`src/rtl/multicycle_main_fsm_pkg.sv`:
```
// Shared encodings for the multi-cycle RV32I main controller: states, datapath
// select codes, ALU operation classes and the per-state control word.
package multicycle_main_fsm_pkg;

    typedef enum logic [3:0] {
        S_FETCH    = 4'd0,
        S_DECODE   = 4'd1,
        S_MEMADR   = 4'd2,
        S_MEMREAD  = 4'd3,
        S_MEMWB    = 4'd4,
        S_MEMWRITE = 4'd5,
        S_EXECR    = 4'd6,
        S_EXECI    = 4'd7,
        S_ALUWB    = 4'd8,
        S_BEQ      = 4'd9,
        S_JAL      = 4'd10,
        S_LUI      = 4'd11
    } state_t;

    typedef enum logic [1:0] {
        ALUOP_ADD   = 2'b00,
        ALUOP_SUB   = 2'b01,
        ALUOP_FUNCT = 2'b10
    } alu_op_t;

    typedef enum logic [2:0] {
        ALU_ADD = 3'b000,
        ALU_SUB = 3'b001,
        ALU_AND = 3'b010,
        ALU_OR  = 3'b011,
        ALU_SLT = 3'b101
    } alu_ctl_t;

    localparam logic [1:0] RES_ALUOUT    = 2'b00;
    localparam logic [1:0] RES_DATA      = 2'b01;
    localparam logic [1:0] RES_ALURESULT = 2'b10;

    localparam logic [1:0] SRCA_PC    = 2'b00;
    localparam logic [1:0] SRCA_OLDPC = 2'b01;
    localparam logic [1:0] SRCA_RD1   = 2'b10;
    localparam logic [1:0] SRCA_ZERO  = 2'b11;

    localparam logic [1:0] SRCB_RD2  = 2'b00;
    localparam logic [1:0] SRCB_IMM  = 2'b01;
    localparam logic [1:0] SRCB_FOUR = 2'b10;

    localparam logic [6:0] OP_LW    = 7'b0000011;
    localparam logic [6:0] OP_SW    = 7'b0100011;
    localparam logic [6:0] OP_RTYPE = 7'b0110011;
    localparam logic [6:0] OP_ITYPE = 7'b0010011;
    localparam logic [6:0] OP_BEQ   = 7'b1100011;
    localparam logic [6:0] OP_JAL   = 7'b1101111;
    localparam logic [6:0] OP_LUI   = 7'b0110111;

    // wait_ready marks states whose pc_update/ir_write/done only fire once memory completes.
    typedef struct packed {
        logic       pc_update;
        logic       branch;
        logic       ir_write;
        logic       reg_write;
        logic       mem_write;
        logic       adr_src;
        logic [1:0] result_src;
        logic [1:0] alu_src_a;
        logic [1:0] alu_src_b;
        alu_op_t    alu_op;
        logic       done;
        logic       wait_ready;
        logic       decode;
    } ctl_t;

    function automatic logic op_supported(input logic [6:0] op);
        case (op)
            OP_LW, OP_SW, OP_RTYPE, OP_ITYPE, OP_BEQ, OP_JAL, OP_LUI: return 1'b1;
            default:                                                 return 1'b0;
        endcase
    endfunction

    function automatic ctl_t state_ctl(input state_t s);
        ctl_t c;
        c = '0;
        case (s)
            S_FETCH: begin
                c.alu_src_a  = SRCA_PC;
                c.alu_src_b  = SRCB_FOUR;
                c.result_src = RES_ALURESULT;
                c.ir_write   = 1'b1;
                c.pc_update  = 1'b1;
                c.wait_ready = 1'b1;
            end
            S_DECODE: begin
                c.alu_src_a = SRCA_OLDPC;
                c.alu_src_b = SRCB_IMM;
                c.decode    = 1'b1;
            end
            S_MEMADR: begin
                c.alu_src_a = SRCA_RD1;
                c.alu_src_b = SRCB_IMM;
            end
            S_MEMREAD: begin
                c.adr_src    = 1'b1;
                c.result_src = RES_ALUOUT;
                c.wait_ready = 1'b1;
            end
            S_MEMWB: begin
                c.result_src = RES_DATA;
                c.reg_write  = 1'b1;
                c.done       = 1'b1;
            end
            S_MEMWRITE: begin
                c.adr_src    = 1'b1;
                c.result_src = RES_ALUOUT;
                c.mem_write  = 1'b1;
                c.done       = 1'b1;
                c.wait_ready = 1'b1;
            end
            S_EXECR: begin
                c.alu_src_a = SRCA_RD1;
                c.alu_src_b = SRCB_RD2;
                c.alu_op    = ALUOP_FUNCT;
            end
            S_EXECI: begin
                c.alu_src_a = SRCA_RD1;
                c.alu_src_b = SRCB_IMM;
                c.alu_op    = ALUOP_FUNCT;
            end
            S_ALUWB: begin
                c.result_src = RES_ALUOUT;
                c.reg_write  = 1'b1;
                c.done       = 1'b1;
            end
            S_BEQ: begin
                c.alu_src_a  = SRCA_RD1;
                c.alu_src_b  = SRCB_RD2;
                c.alu_op     = ALUOP_SUB;
                c.result_src = RES_ALUOUT;
                c.branch     = 1'b1;
                c.done       = 1'b1;
            end
            S_JAL: begin
                c.alu_src_a  = SRCA_OLDPC;
                c.alu_src_b  = SRCB_FOUR;
                c.result_src = RES_ALUOUT;
                c.pc_update  = 1'b1;
            end
            S_LUI: begin
                c.alu_src_a = SRCA_ZERO;
                c.alu_src_b = SRCB_IMM;
            end
            default: c = '0;
        endcase
        return c;
    endfunction

endpackage

```
`src/rtl/multicycle_main_fsm_if.sv`:
```
// Controller <-> datapath bundle: instruction fields and status in, control strobes out.
interface multicycle_main_fsm_if;

    logic [6:0] op;
    logic [2:0] funct3;
    logic       funct7b5;
    logic       zero;
    logic       mem_ready;

    logic       PCWrite;
    logic       AdrSrc;
    logic       MemWrite;
    logic       IRWrite;
    logic       RegWrite;
    logic [1:0] ResultSrc;
    logic [1:0] ALUSrcA;
    logic [1:0] ALUSrcB;
    logic [2:0] ALUControl;
    logic       illegal_instr;
    logic       instr_done;

    modport master (
        input  op, funct3, funct7b5, zero, mem_ready,
        output PCWrite, AdrSrc, MemWrite, IRWrite, RegWrite, ResultSrc,
               ALUSrcA, ALUSrcB, ALUControl, illegal_instr, instr_done
    );

    modport slave (
        output op, funct3, funct7b5, zero, mem_ready,
        input  PCWrite, AdrSrc, MemWrite, IRWrite, RegWrite, ResultSrc,
               ALUSrcA, ALUSrcB, ALUControl, illegal_instr, instr_done
    );

endinterface

```
`src/rtl/multicycle_main_fsm_alu_op_decoder.sv`:
```
// Turns the FSM's ALU operation class plus instruction fields into the ALU function code.
module alu_op_decoder
    import multicycle_main_fsm_pkg::*;
(
    input  alu_op_t    alu_op,
    input  logic [2:0] funct3,
    input  logic       funct7b5,
    input  logic       op5,
    output alu_ctl_t   alu_control
);

    always_comb begin
        alu_control = ALU_ADD;
        case (alu_op)
            ALUOP_ADD: alu_control = ALU_ADD;
            ALUOP_SUB: alu_control = ALU_SUB;
            ALUOP_FUNCT: begin
                case (funct3)
                    // funct7b5 only means sub for R-type; addi reuses that bit as immediate.
                    3'b000:  alu_control = ({op5, funct7b5} == 2'b11) ? ALU_SUB : ALU_ADD;
                    3'b010:  alu_control = ALU_SLT;
                    3'b110:  alu_control = ALU_OR;
                    3'b111:  alu_control = ALU_AND;
                    default: alu_control = ALU_ADD;
                endcase
            end
            default: alu_control = ALU_ADD;
        endcase
    end

endmodule

```
`src/rtl/multicycle_main_fsm.sv`:
```
// Main sequencer of the multi-cycle RV32I core: state register, next-state logic and
// a registered per-state control word, gated by mem_ready, zero and reset.
module multicycle_main_fsm
    import multicycle_main_fsm_pkg::*;
#(
    parameter int USE_MEM_READY = 1
)
(
    input logic                   clk,
    input logic                   reset,
    multicycle_main_fsm_if.master bus
);

    state_t   state;
    state_t   next_state;
    ctl_t     ctl_q;
    ctl_t     ctl;
    logic     ready;
    logic     gate;
    logic     illegal;
    alu_ctl_t alu_control;

    assign ready = (USE_MEM_READY == 0) || bus.mem_ready;

    always_comb begin
        next_state = S_FETCH;
        case (state)
            S_FETCH:    next_state = ready ? S_DECODE : S_FETCH;
            S_DECODE: begin
                case (bus.op)
                    OP_LW, OP_SW: next_state = S_MEMADR;
                    OP_RTYPE:     next_state = S_EXECR;
                    OP_ITYPE:     next_state = S_EXECI;
                    OP_BEQ:       next_state = S_BEQ;
                    OP_JAL:       next_state = S_JAL;
                    OP_LUI:       next_state = S_LUI;
                    default:      next_state = S_FETCH;
                endcase
            end
            S_MEMADR:   next_state = bus.op[5] ? S_MEMWRITE : S_MEMREAD;
            S_MEMREAD:  next_state = ready ? S_MEMWB : S_MEMREAD;
            S_MEMWB:    next_state = S_FETCH;
            S_MEMWRITE: next_state = ready ? S_FETCH : S_MEMWRITE;
            S_EXECR:    next_state = S_ALUWB;
            S_EXECI:    next_state = S_ALUWB;
            S_ALUWB:    next_state = S_FETCH;
            S_BEQ:      next_state = S_FETCH;
            S_JAL:      next_state = S_ALUWB;
            S_LUI:      next_state = S_ALUWB;
            default:    next_state = S_FETCH;
        endcase
    end

    // The control word for the state being entered is registered alongside the state itself.
    always_ff @(posedge clk) begin
        if (reset) begin
            state <= S_FETCH;
            ctl_q <= state_ctl(S_FETCH);
        end else begin
            state <= next_state;
            ctl_q <= state_ctl(next_state);
        end
    end

    // Reset overrides the held word immediately, so an aborted store drops MemWrite this cycle.
    assign ctl     = reset ? state_ctl(S_FETCH) : ctl_q;
    assign gate    = !ctl.wait_ready || ready;
    assign illegal = !reset && ctl.decode && !op_supported(bus.op);

    alu_op_decoder u_alu_op_decoder (
        .alu_op      (ctl.alu_op),
        .funct3      (bus.funct3),
        .funct7b5    (bus.funct7b5),
        .op5         (bus.op[5]),
        .alu_control (alu_control)
    );

    assign bus.PCWrite       = !reset && ((ctl.pc_update && gate) || (ctl.branch && bus.zero));
    assign bus.IRWrite       = !reset && ctl.ir_write && gate;
    assign bus.RegWrite      = !reset && ctl.reg_write;
    assign bus.MemWrite      = !reset && ctl.mem_write;
    assign bus.AdrSrc        = ctl.adr_src;
    assign bus.ResultSrc     = ctl.result_src;
    assign bus.ALUSrcA       = ctl.alu_src_a;
    assign bus.ALUSrcB       = ctl.alu_src_b;
    assign bus.ALUControl    = alu_control;
    assign bus.illegal_instr = illegal;
    assign bus.instr_done    = !reset && ((ctl.done && gate) || illegal);

endmodule

```
`src/flat_wrapper.sv`:
```
// flat-port wrapper written by rule: the top's interface ports become plain ports
module multicycle_main_fsm_flat import multicycle_main_fsm_pkg::*;
#(
    parameter int USE_MEM_READY = 1
)
  (clk, reset, bus_op, bus_funct3, bus_funct7b5, bus_zero, bus_mem_ready, bus_PCWrite, bus_AdrSrc, bus_MemWrite, bus_IRWrite, bus_RegWrite, bus_ResultSrc, bus_ALUSrcA, bus_ALUSrcB, bus_ALUControl, bus_illegal_instr, bus_instr_done);
  multicycle_main_fsm_if bus_i ();
  input logic clk;
  input logic reset;
  input wire logic [$bits(bus_i.op)-1:0] bus_op;
  input wire logic [$bits(bus_i.funct3)-1:0] bus_funct3;
  input wire logic [$bits(bus_i.funct7b5)-1:0] bus_funct7b5;
  input wire logic [$bits(bus_i.zero)-1:0] bus_zero;
  input wire logic [$bits(bus_i.mem_ready)-1:0] bus_mem_ready;
  output wire logic [$bits(bus_i.PCWrite)-1:0] bus_PCWrite;
  output wire logic [$bits(bus_i.AdrSrc)-1:0] bus_AdrSrc;
  output wire logic [$bits(bus_i.MemWrite)-1:0] bus_MemWrite;
  output wire logic [$bits(bus_i.IRWrite)-1:0] bus_IRWrite;
  output wire logic [$bits(bus_i.RegWrite)-1:0] bus_RegWrite;
  output wire logic [$bits(bus_i.ResultSrc)-1:0] bus_ResultSrc;
  output wire logic [$bits(bus_i.ALUSrcA)-1:0] bus_ALUSrcA;
  output wire logic [$bits(bus_i.ALUSrcB)-1:0] bus_ALUSrcB;
  output wire logic [$bits(bus_i.ALUControl)-1:0] bus_ALUControl;
  output wire logic [$bits(bus_i.illegal_instr)-1:0] bus_illegal_instr;
  output wire logic [$bits(bus_i.instr_done)-1:0] bus_instr_done;
  assign bus_i.op = bus_op;
  assign bus_i.funct3 = bus_funct3;
  assign bus_i.funct7b5 = bus_funct7b5;
  assign bus_i.zero = bus_zero;
  assign bus_i.mem_ready = bus_mem_ready;
  assign bus_PCWrite = bus_i.PCWrite;
  assign bus_AdrSrc = bus_i.AdrSrc;
  assign bus_MemWrite = bus_i.MemWrite;
  assign bus_IRWrite = bus_i.IRWrite;
  assign bus_RegWrite = bus_i.RegWrite;
  assign bus_ResultSrc = bus_i.ResultSrc;
  assign bus_ALUSrcA = bus_i.ALUSrcA;
  assign bus_ALUSrcB = bus_i.ALUSrcB;
  assign bus_ALUControl = bus_i.ALUControl;
  assign bus_illegal_instr = bus_i.illegal_instr;
  assign bus_instr_done = bus_i.instr_done;
  multicycle_main_fsm #(.USE_MEM_READY(USE_MEM_READY)) u_core (.clk(clk), .reset(reset), .bus(bus_i));
endmodule
```
`config.mk`:
```
export PLATFORM = sky130hd
export DESIGN_NAME = multicycle_main_fsm_flat
export DESIGN_NICKNAME = d
export VERILOG_FILES = /design/src/rtl/multicycle_main_fsm_pkg.sv /design/src/rtl/multicycle_main_fsm_if.sv /design/src/rtl/multicycle_main_fsm_alu_op_decoder.sv /design/src/rtl/multicycle_main_fsm.sv /design/src/flat_wrapper.sv
export SDC_FILE = /design/constraint.sdc
export NUM_CORES = 1
export LEC_CHECK = 0
export ABC_AREA = 1
export BUFFER_PORTS_ARGS = -buffer_cell sky130_fd_sc_hd__buf_2
export CAP_MARGIN = 20
export CELL_PAD_IN_SITES_DETAIL_PLACEMENT = 0
export CELL_PAD_IN_SITES_GLOBAL_PLACEMENT = 1
export CORE_AREA = 10 10 72 74
export DETAILED_ROUTE_END_ITERATION = 10
export DIE_AREA = 0 0 82 84
export PLACE_DENSITY_LB_ADDON = 0.1
export SYNTH_ARGS = -nofsm -noshare
export SYNTH_HDL_FRONTEND = slang
export SYNTH_SLANG_ARGS = --single-unit
```
`constraint.sdc`:
```
create_clock -name clk -period 2.4 [get_ports clk]
set_clock_uncertainty 0.1 [all_clocks]
set_input_delay 0.48 -clock clk [delete_from_list [all_inputs] [get_ports clk]]
set_output_delay 0.48 -clock clk [all_outputs]
set_load 0.02 [all_outputs]
```
### Yosys cells after proc, flatten, opt, wreduce, memory -nomap -nowiden

Cells that the tools add are included.

| storage, ports and cells | value |
|---|---|
| logic and storage cells | 100 |
| flip-flop bits (word level) | 21 |
| output and inout bits | 16 |

| cells by class | value |
|---|---|
| multiplexer cells | 23 |
| eq/ne operators | 32 |
| reductions and logical operators | 31 |

Operator list:

| operator | number |
|---|---|
| one-hot mux 4 bit (6 select lines) | 3 |
| == test 4 x 3 -> 1 bit (second input constant) | 7 |
| == test 4 bit (second input constant) | 6 |
| == test 7 x 6 -> 1 bit (second input constant) | 3 |
| 2-to-1 mux 17 bit | 1 |
| == test 4 x 2 -> 1 bit (second input constant) | 4 |
| == test 7 bit (second input constant) | 2 |
| OR reduction 2 bit | 7 |
| 2-to-1 mux 1 bit | 12 |
| one-hot mux 3 bit (4 select lines) | 1 |
| logical AND 1 bit | 11 |
| 2-to-1 mux 3 bit | 3 |
| == test 4 x 1 -> 1 bit (second input constant) | 2 |
| logical NOT 4 bit | 2 |
| one-hot mux 2 bit (2 select lines) | 2 |
| OR reduction 4 bit | 2 |
| == test 7 x 2 -> 1 bit (second input constant) | 1 |
| == test 7 x 5 -> 1 bit (second input constant) | 1 |
| OR reduction 7 bit | 1 |
| == test 3 bit (second input constant) | 2 |
| one-hot mux 3 bit (2 select lines) | 1 |
| == test 2 bit (second input constant) | 2 |
| == test 3 x 2 -> 1 bit (second input constant) | 1 |
| logical NOT 1 bit | 3 |
| other kinds (4) | 6 |

### Longest topological paths before layout

Gate-level depths: netlist (run 1).

| logic depth | value |
|---|---|
| depth after elaboration | 7 |
| depth in mapped cells | 12 |

### By module

Synthesis (run 1) repeated with hierarchy kept, for this count alone.

| second synthesis, totals | value |
|---|---|
| cells, all modules | 179 |
| area total of the unflattened synthesis | 1183.6 sq um |

Modules (own cells, without submodules):

| module | sequential area each (sq um) | cells an instance | times used | area an instance (sq um) |
|---|---|---|---|---|
| multicycle_main_fsm | 380.4 | 162 | 1 | 1092.3 |
| alu_op_decoder | 0.0 | 17 | 1 | 91.3 |

### Worst setup path after synthesis (run 1)

No wires, ideal clock.

| timing path | value |
|---|---|
| kind | input -> output |
| start point | input port reset |
| end point | output port bus_ALUControl[0] |
| stages | 7 |
| slack | 0.019 ns |
| required time | 1.820 ns |
| buffers on the path | 1 |
| arrival time | 1.801 ns |
| cell sequence | inv_1 -> clkbuf_1 -> nand2_1 -> ha_1 -> inv_1 -> nand3_1 -> o221ai_1 |

| between the ends | value |
|---|---|
| word-level cells in the longest chain between the ends | 3 |
| elaborated cells between the ends (all ways) | 4 |
| classes of those cells | eq/ne (2); mux (2) |

Ends and longest elaborated chain:

| what | RTL line | RTL |
|---|---|---|
| from (decl) | flat_wrapper.sv:9 | `input logic reset;` |
| 2-to-1 mux 17 bit * | multicycle_main_fsm.sv:66 | `assign ctl = reset ? state_ctl(S_FETCH) : ctl_q;` |
| == test 2 bit or == test 2 x 1 -> 1 bit (tied branches) | multicycle_main_fsm_alu_op_decoder.sv:14 | `case (alu_op)` |
| one-hot mux 3 bit (2 select lines) * | multicycle_main_fsm_alu_op_decoder.sv:14 |  |
| to (decl) | flat_wrapper.sv:23 | `output wire logic [$bits(bus_i.ALUControl)-1:0] bus_ALUControl;` |

Every way passes the cells marked *; elsewhere a longest branch is shown, timed or not.

### Final worst setup path (run 1)

Same ends and word-level chain as after synthesis.

==> results of run 1 <==
metrics by stage:
stage / worst slack [ns] / instance area [µm²]
finish: 0.178 / 1390
detailed placement: 0.206 / 1320
global route: 0.0812 / 1390
global placement: 0.249 / 1320
floorplan: 0.0191 / 1100
CTS: 0.204 / 1390
cells by family after synthesis:
family,count (synthesis),synth area share [%]
buffers and inverters,38,13.2
AO/OA/AOI/OAI,8,4.10
flip-flops,20,36.4
adder cells (fa/ha/maj),2,2.28
AND/OR/NAND/NOR,98,44.0
synth_stat cells, types with 2 or more instances:
cell	number	area share [%]
nor2_1	30	10
clkbuf_1	3	1.0
inv_1	33	11
nor2_2	3	1.7
nand2_2	5	2.8
dfxtp_1	20	36
a21oi_1	2	0.91
nor2_4	3	3.1
ha_1	2	2.3
o21ai_0	3	1.4
or2_1	2	1.1
or2_2	3	1.7
nand3_2	2	1.8
nand2_1	26	8.9
nand4_1	4	2.3
nand3_1	14	6.4
nor4_1	2	1.1
layout make-up:
class / count / area share (%)
clock buffers: 3 / 2.98
clock inverters: 1 / 2.17
inverters: 35 / 9.66
multi-input cells: 108 / 39.9
flip-flops and latches: 20 / 28.9
well taps: 50 / 4.51
repair buffers: 32 / 11.9
routing by layer:
metal  track usage, %  part of all wire (%)  vias up
li1                 -                     -      576
met1             9.43                    44      462
met2             14.9                    48       23
met3             2.91                   7.1        4
met4             1.86                  0.74        0
met5                0                     0        -
critical path, delay by kind of cell:
family / cells / cell delay (ns)
buffers and inverters: 4 / 0.48
adders and majority gates: 1 / 0.29
AOI/OAI and AO/OA: 1 / 0.20
and+or+nand+nor: 2 / 0.19
cell usage in the layout (no fill, tap or decap), drive strengths merged:
cell type  synthesis  final
o221ai             1      1
nand4              4      4
nand3b             1      1
clkbuf             3      3
nor4               2      2
or2                5      5
nor2              36     36
bufinv             0      1
ha                 2      2
o22ai              1      1
nand3             16     16
nor3               1      1
buf                0     32
nand2             32     32
dfxtp             20     20
a21oi              2      2
and3               1      1
inv               35     35
o21ai              4      4
sequential cells by signal, summed over array words and instances (netlist names):
name and count:
u_core.ctl_q 16, u_core.state 4
worst min path at each step:
stage	depth (start not counted)	slack, ns	startpoint	endpoint
after floorplan	4	0.44	u_core.state[0]$_SDFF_PP0_	u_core.ctl_q[9]$_SDFF_PP0_
after global placement	4	0.50	u_core.state[0]$_SDFF_PP0_	u_core.ctl_q[9]$_SDFF_PP0_
after detailed placement	4	0.51	u_core.state[0]$_SDFF_PP0_	u_core.ctl_q[9]$_SDFF_PP0_
after CTS	3	0.46	bus_mem_ready	u_core.ctl_q[9]$_SDFF_PP0_
after global routing	3	0.46	bus_mem_ready	u_core.ctl_q[9]$_SDFF_PP0_
final	3	0.45	bus_mem_ready	u_core.ctl_q[9]$_SDFF_PP0_
power breakdown:
group / internal, mW / switching (mW)
registers: 0.341 / 0.00268
logic: 0.0325 / 0.0565
clock network: 0.223 / 0.116
total: 0.596 / 0.175
==> flow_summary_export.csv, run 1 <==
group,metric,value,unit
outcome,status,"completed",
sta,finalSetupTns,0,ns
place,io_buffers,30,
finish,areaGrowthSynthToFinish,26.2,%
floorplan,ioPinCount,31,
logic_synthesis,avgSynthCellArea,6.62,µm²
sta,slew_viol_final,0,
detailed_routing,ant_nets,0,
detailed_routing,dr.pass1.iters,4,
critical_path,cp_max_fo,3,
floorplan,dieArea,0.00689,mm²
cts,post_cts_buffers,0,
global_route,antenna_found_initial,0,
critical_path,r2r-start,"u_core.state[3]$_SDFF_PP0_",
finish,regArea,400,µm²
detailed_routing,drc,0,
floorplan,row_count,23,
detailed_routing,wl,2.84,mm
finish,diodes,0,
logic_synthesis,yosys_register_bits,20,
cts,cts.sinks,20,
finish,layout.nets,217,
cts,postCtsHoldBufs,0,
global_route,grt_max_degree,21,
critical_path,crit_path_end_kind,"output pin",
critical_path,start_kind,"input pin",
logic_synthesis,synth_area,0.00110,mm²
logic_synthesis,synthDistinctLibCells,26,
cts,htree_levels,1,
pwr,leakagePower,0.773,nW
cts,clock_latency,0.26,ns
critical_path,r2r_cells,9,
floorplan,initial_core_util,28.5,%
detailed_routing,wl_per_cell,11.4,µm
finish,stdcell_count,249,
cts,clock-root-buffer,"clkbuf_8",
finish,fillers,435,
run,drv_cap,0,
floorplan,core,0.00386,mm²
sta,hold_ws,0.451,ns
pwr,power_density,556,mW/mm²
critical_path,ff2ff_setup_slack,0.75,ns
detailed_routing,post_drt_via_cell_ratio,4.28,
logic_synthesis,ys_async_sr_fraction,0,%
global_route,grt_pass1_vias,1053,
logic_synthesis,seq_area_frac_synth,36.4,%
finish,multiInputGateArea,553,µm²
cts,cts_tree,"built",
logic_synthesis,yosys_warnings,0,
logic_synthesis,synth_cells,166,
sta,tightest_slew,0.363,ns
place,placed_cells,245,
logic_synthesis,synth_top_flop_cell,"dfxtp_1",
cts,clockBufferDepth,2,
critical_path,cpMaxStageDelayCell,"ha_1",
critical_path,startpoint,"reset",
pwr,vdd_ir_drop_max,386,µV
critical_path,crit_end,"bus_ALUControl[0]",
pwr,p_total,771,µW
critical_path,worstPathCellList,"buf_2 > inv_1 > nand2_1 > ha_1 > inv_1 > nand3_1 > o221ai_1 > buf_2",
sta,post-route-min-period,2.22,ns
logic_synthesis,syn_nets,183,
critical_path,required,1.82,ns
detailed_routing,vias,1065,
sta,hold_viol,0,
sta,clock.fmax,0.450,GHz
detailed_routing,drt_iter0_drc,49,
floorplan,die_h,84,µm
critical_path,cp.arrival,1.64,ns
global_route,grt_overflow_total,0,
place,dp_hpwl,2.36,mm
global_route,grt_util_all_layers,8.50,%
cts,cts_resized,0,
global_route,grt_first_pass_wirelength,4.69,mm
sta,period_share,92.6,%
place,place.gp.congestion,0.813,
finish,final_core_util,36.0,%
cts,clk_transition_reported_paths,0.08,ns
sta,setup_violations,0,
critical_path,r2r_end,"u_core.ctl_q[6]$_SDFF_PP1_",
critical_path,critPathMaxStageDelay,0.29,ns
critical_path,path_class,"in -> out",
sta,relSlewSlack,75.6,%
floorplan,die_x,82,µm
sta,rsz0062_at_grt,"false",
logic_synthesis,synth_edf_count,0,
finish,drive_above_1_share,27.6,%
min_path,worstHoldPathType,"in -> reg",
cts,numCtsBuffers,3,
Note: power is estimated with default switching activity, not from simulation.
==> inputs of run 2 (changes only) <==
Settings changed: BUFFER_PORTS_ARGS -buffer_cell sky130_fd_sc_hd__buf_2 to unset, DONT_BUFFER_PORTS set to 1, PLACE_DENSITY set to 0.57, PLACE_DENSITY_LB_ADDON 0.1 to unset.
Clock period 2.4 ns to 1.9 ns, I/O delays scaled along.
==> run 2 against run 1 <==
  * Combinational power decreased by 1%
  * Via count decreased by 6.8%
  * Non-clock buffer count decreased by 25
  * Largest cell class unchanged
  * Largest power group unchanged
==> flow_summary_export.csv, run 2 (synthesis results as in run 1) <==
group,metric,value,unit
outcome,status,"completed",
sta,clock.fmax,0.546,GHz
cts,cts_tree,"built",
sta,period_share,96.3,%
cts,numCtsBuffers,3,
finish,fillers,436,
floorplan,dieArea,0.00689,mm²
sta,finalSetupTns,0,ns
place,pre_cts_slack,0.0707,ns
global_route,grt_util_all_layers,8.04,%
floorplan,core,0.00386,mm²
floorplan,die_x,82,µm
global_route,grt_first_pass_wirelength,4.43,mm
pwr,power_density,711,mW/mm²
place,placed_cells,220,
finish,largest_reg_flops,16,
critical_path,path_class,"reg -> out",
finish,final_common_cell,"inv_1",
pwr,switching_share,21.4,%
sta,tightest_slew,0.406,ns
critical_path,ff2ff_setup_slack,0.30,ns
detailed_routing,post_drt_via_cell_ratio,4.43,
detailed_routing,wl,2.67,mm
cts,post_cts_buffers,0,
place,io_buffers,0,
floorplan,ioPinCount,31,
sta,worst_slack,0.0700,ns
cts,clk_transition_reported_paths,0.07,ns
cts,cts.sinks,20,
detailed_routing,drc,0,
global_route,antenna_found_initial,0,
min_path,worstHoldPathType,"in -> reg",
critical_path,r2r-start,"u_core.state[3]$_SDFF_PP0_",
finish,diodes,0,
detailed_routing,dr.pass1.iters,4,
global_route,grt_overflow_total,0,
cts,clock-root-buffer,"clkbuf_8",
critical_path,cp_max_fo,3,
pwr,p_sw,202,µW
finish,top_regs,"u_core.ctl_q x16, u_core.state x4",
critical_path,crit_path_end_kind,"output pin",
min_path,holdPathStages,1,
critical_path,cp.arrival,1.35,ns
sta,setup_violations,0,
finish,design_area,0.00133,mm²
min_path,worstHoldEndpoint,"u_core.ctl_q[4]$_SDFF_PP0_",
critical_path,r2r_cells,9,
pwr,vdd_ir_drop_max,272,µV
detailed_routing,ant_nets,0,
pwr,p_clk_share,44.9,%
detailed_routing,wl_per_cell,11.9,µm
critical_path,required,1.42,ns
finish,layout.nets,192,
run,drv_cap,0,
pwr,leakagePower,0.663,nW
global_route,grt_pass1_vias,947,
sta,hold_viol,0,
pwr,seq_power_share,45.9,%
floorplan,die_h,84,µm
sta,relSlewSlack,72.9,%
finish,areaGrowthSynthToFinish,21.2,%
detailed_routing,vias,993,
cts,clock_latency,0.26,ns
finish,drive_above_1_share,23.6,%
global_route,grt_max_degree,22,
pwr,p_int,744,µW
cts,clockBufferDepth,2,
sta,post-route-min-period,1.83,ns
cts,cts_resized,0,
sta,hold_ws,0.0810,ns
finish,stdcell_count,224,
floorplan,initial_core_util,28.5,%
place,place_area,0.00124,mm²
place,dp_hpwl,2.21,mm
pwr,comb_power_share,9.3,%
floorplan,row_count,23,
finish,final_cell_mix,"31 x inv_1, 28 x nor2_1, 24 x nand2_1, 18 x dfxtp_1, 13 x nand3_1",
cts,htree_levels,1,
min_path,hold_start,"reset",
cts,postCtsHoldBufs,0,
place,place.gp.congestion,0.820,
detailed_routing,drt_iter0_drc,39,
sta,slew_viol_final,0,
critical_path,start_kind,"flop",
finish,top_register,"u_core.ctl_q",
critical_path,r2r_end,"u_core.ctl_q[16]$_SDFF_PP1_",
-- run 2: cell count changes in the layout (fill, tap and decap cells not counted), moves of 2 or more --
cell / previous run / this run
buf_2: 30 / 0
buf_4: 2 / 7
dfxtp_1: 20 / 18
dfxtp_2: 0 / 2
inv_1: 33 / 31
nand2_1: 26 / 24
nand2_2: 5 / 7
nor2_1: 30 / 28
nor2_2: 3 / 5
-- run 2: metrics by stage --
stage / utilization, % / power (mW)
final: 34.5 / 0.947
after global routing: 34.5 / 0.999
after CTS: 33.9 / 0.961
after detailed placement: 32.1 / 0.533
after global placement: 32.1 / 0.533
after floorplan: - / 0.517
-- run 2: how the worst max path moves through the flow --
| stage | start | to | slack (ns) | cells after the start |
|---|---|---|---|---|
| floorplan | reset | bus_ALUControl[0] | 0.009 | 7 |
| global placement | reset | bus_ALUControl[0] | 0.11 | 6 |
| global route | u_core.ctl_q[3]$_SDFF_PP0_ | bus_ALUControl[0] | -0.001 | 5 |
| detailed placement | reset | bus_ALUControl[0] | 0.07 | 6 |
| finish | u_core.ctl_q[3]$_SDFF_PP0_ | bus_ALUControl[0] | 0.07 | 5 |
| CTS | u_core.ctl_q[4]$_SDFF_PP0_ | bus_ALUControl[0] | -0.04 | 6 |
-- run 2: routing by layer --
layer  track usage [%]  wire length (µm)  vias up
met5                 0                 0        -
met4              2.94                51        0
met3              3.02               221        7
met2              13.1              1290       22
met1              9.19              1100      443
li1                  -                 -      521
-- run 2: worst max-delay path, stage by stage, from the launching register on --
cell	delay, ns
dfxtp_2	0.32
nand2_2	0.07
ha_4	0.25
inv_4	0.06
nand4_1	0.13
o221ai_4	0.25
-- run 2: power by group through the flow --
stage	registers [mW]	logic, mW	clock network [mW]
finish	0.434	0.0878	0.425
global route	0.436	0.101	0.462
CTS	0.434	0.0892	0.438
detailed placement	0.444	0.0889	0
global placement	0.444	0.0886	0
floorplan	0.444	0.0734	0
-- run 2: cell type report --
| type | count | area [µm²] | share of cell area, % |
|---|---|---|---|
| Multi-Input combinational cell | 108 | 606 | 45.5 |
| Sequential cell | 20 | 403 | 30.3 |
| Inverter | 35 | 136 | 10.2 |
| Tap cell | 50 | 62.6 | 4.70 |
| Timing Repair Buffer | 7 | 52.6 | 3.95 |
| Clock buffer | 3 | 41.3 | 3.10 |
| Clock inverter | 1 | 30.0 | 2.26 |
==> inputs of run 3 (changes only) <==
Settings changed: CORE_AREA 10 10 72 74 to 10 10 65 67, DIE_AREA 0 0 82 84 to 0 0 75 77, GPL_TIMING_DRIVEN set to 0, PLACE_DENSITY 0.57 to 0.69.
==> run 3 against run 2 <==
  * The run now ends with setup timing left
  * Sequential cell count unchanged
  * Sequential power hardly changed
  * Maximum frequency shrank 6.3%
  * Register-to-register slack got worse by 0.05 ns
  * Via count decreased by 1.0%
  * Non-clock buffer count down 2
  * Total power down 7.8%
  * Core utilization is 7.9 points higher
  * Routed wire length down 4.4%
  * Sequential share of layout area grew 1.5 points
  * Cell count fell by 8.5%
  * Worst setup slack lost 0.12 ns
  * Critical endpoint unchanged
==> flow_summary_export.csv, run 3 (synthesis results as in run 1) <==
group,metric,value,unit
floorplan,dieArea,0.00578,mm²
cts,clk_transition_reported_paths,0.12,ns
finish,drive_above_1_share,18.0,%
critical_path,path_class,"reg -> out",
critical_path,ff2ff_setup_slack,0.25,ns
sta,finalSetupTns,-0.0534,ns
critical_path,cp.arrival,1.47,ns
min_path,worstHoldEndpoint,"u_core.ctl_q[10]$_SDFF_PP1_",
finish,top_regs,"u_core.ctl_q x16, u_core.state x4",
critical_path,required,1.42,ns
global_route,grt_util_all_layers,9.30,%
detailed_routing,drc,0,
global_route,grt_first_pass_wirelength,4.30,mm
outcome,status,"complete, but fails checks",
finish,final_cell_mix,"32 x inv_1, 28 x nor2_1, 26 x nand2_1, 20 x dfxtp_1, 13 x nand3_1",
finish,fillers,328,
sta,tightest_slew,0.512,ns
critical_path,r2r_cells,9,
critical_path,r2r-start,"u_core.state[3]$_SDFF_PP0_",
sta,hold_viol,0,
detailed_routing,post_drt_via_cell_ratio,4.80,
finish,final_common_cell,"inv_1",
detailed_routing,vias,983,
floorplan,initial_core_util,36.9,%
floorplan,core,0.00298,mm²
global_route,antenna_found_initial,0,
sta,period_share,103,%
sta,post-route-min-period,1.95,ns
min_path,worstHoldPathType,"in -> reg",
cts,htree_levels,1,
critical_path,crit_path_end_kind,"output pin",
critical_path,critPathMaxStageDelay,0.32,ns
global_route,grt_overflow_total,0,
critical_path,r2r_end,"u_core.ctl_q[16]$_SDFF_PP1_",
pwr,p_total,873,µW
min_path,holdPathStages,2,
cts,clock-root-buffer,"clkbuf_4",
detailed_routing,drt_iter0_drc,35,
critical_path,cp_max_fo,3,
finish,largest_reg_flops,16,
sta,clock.fmax,0.512,GHz
finish,final_core_util,42.4,%
detailed_routing,wl_per_cell,12.4,µm
floorplan,die_x,75,µm
run,drv_cap,0,
sta,slew_viol_final,0,
detailed_routing,wl,2.55,mm
cts,clock_latency,0.30,ns
floorplan,row_count,20,
critical_path,start_kind,"flop",
critical_path,cpMaxStageDelayCell,"dfxtp_1",
sta,relSlewSlack,66.4,%
finish,diodes,0,
place,place.gp.congestion,0.843,
sta,setup_violations,1,
sta,hold_ws,0.130,ns
sta,rsz0062_at_grt,"true",
detailed_routing,ant_nets,0,
pwr,vdd_ir_drop_max,650,µV
outcome,violations,"setup timing",
cts,numCtsBuffers,3,
pwr,leakagePower,0.638,nW
finish,areaGrowthSynthToFinish,14.9,%
finish,top_register,"u_core.ctl_q",
global_route,grt_pass1_vias,977,
pwr,power_density,692,mW/mm²
sta,worst_slack,-0.0534,ns
finish,layout.nets,190,
cts,cts.sinks,20,
min_path,hold_start,"reset",
place,io_buffers,0,
global_route,grt_max_degree,13,
place,pre_cts_slack,-0.0795,ns
cts,cts_tree,"built",
critical_path,worstPathCellList,"nand2_1 > inv_1 > ha_1 > inv_2 > nand4_1 > o221ai_4",
floorplan,ioPinCount,31,
detailed_routing,dr.pass1.iters,4,
cts,clockBufferDepth,2,
place,dp_hpwl,2.11,mm
floorplan,die_h,77,µm
[run 3: cell types whose count changed in the layout (fill, tap and decap cells not counted), sizes merged]
cell,previous run,this run
clkbuf,3,6
buf,7,2
[run 3: stage by stage]
step	cell area, µm²	instances
finish	1260	205
global route	1260	205
CTS	1260	205
detailed placement	1180	199
global placement	1180	199
floorplan	1140	166
[run 3: layer usage]
layer	GRT usage [%]	vias up	routed length (µm)
met5	0	-	0
met4	2.27	0	20
met3	4.89	4	267
met2	15.3	21	1180
met1	10.1	441	1080
li1	-	517	-
[run 3: area by class of cell]
type	count	area (µm²)	area share [%]
Clock inverter	1	30.0	2.38
Clock buffer	3	22.5	1.78
Inverter	35	134	10.6
Multi-Input combinational cell	108	598	47.4
Timing Repair Buffer	2	15.0	1.19
Sequential cell	20	400	31.7
Buffer	3	21.3	1.68
Tap cell	33	41.3	3.27
[run 3: worst max path at each step]
stage | startpoint | to | cells after the start
CTS | u_core.ctl_q[4]$_SDFF_PP0_ | bus_ALUControl[0] | 6
global placement | reset | bus_ALUControl[0] | 7
floorplan | reset | bus_ALUControl[0] | 7
global route | u_core.ctl_q[4]$_SDFF_PP0_ | bus_ALUControl[0] | 6
detailed placement | reset | bus_ALUControl[0] | 7
finish | u_core.ctl_q[4]$_SDFF_PP0_ | bus_ALUControl[0] | 6
[run 3: report_power, final]
part           total (mW)  internal, mW  switching [mW]  leakage, nW
logic              0.0899        0.0277          0.0622        0.447
registers           0.435         0.431         0.00313        0.163
clock network       0.349         0.213           0.136       0.0279
[run 3: worst max-delay path: cells and delay by family (launching register included)]
family,cells,cell delay (ns)
flip-flops,1,0.32
AND/OR/NAND/NOR,2,0.21
adder cells (fa/ha/maj),1,0.27
AO/OA/AOI/OAI,1,0.25
buffers and inverters,2,0.13
[run 3: what timing repair did]
action / 4_1_cts / 5_1_grt
endpoints found under the setup margin: 3 / 4
hold buffers: 0 / 0
buffers inserted: 2 / 0
pin swaps: 4 / 0
endpoints found under the hold margin: 0 / 0
gates resized for setup: 2 / 1
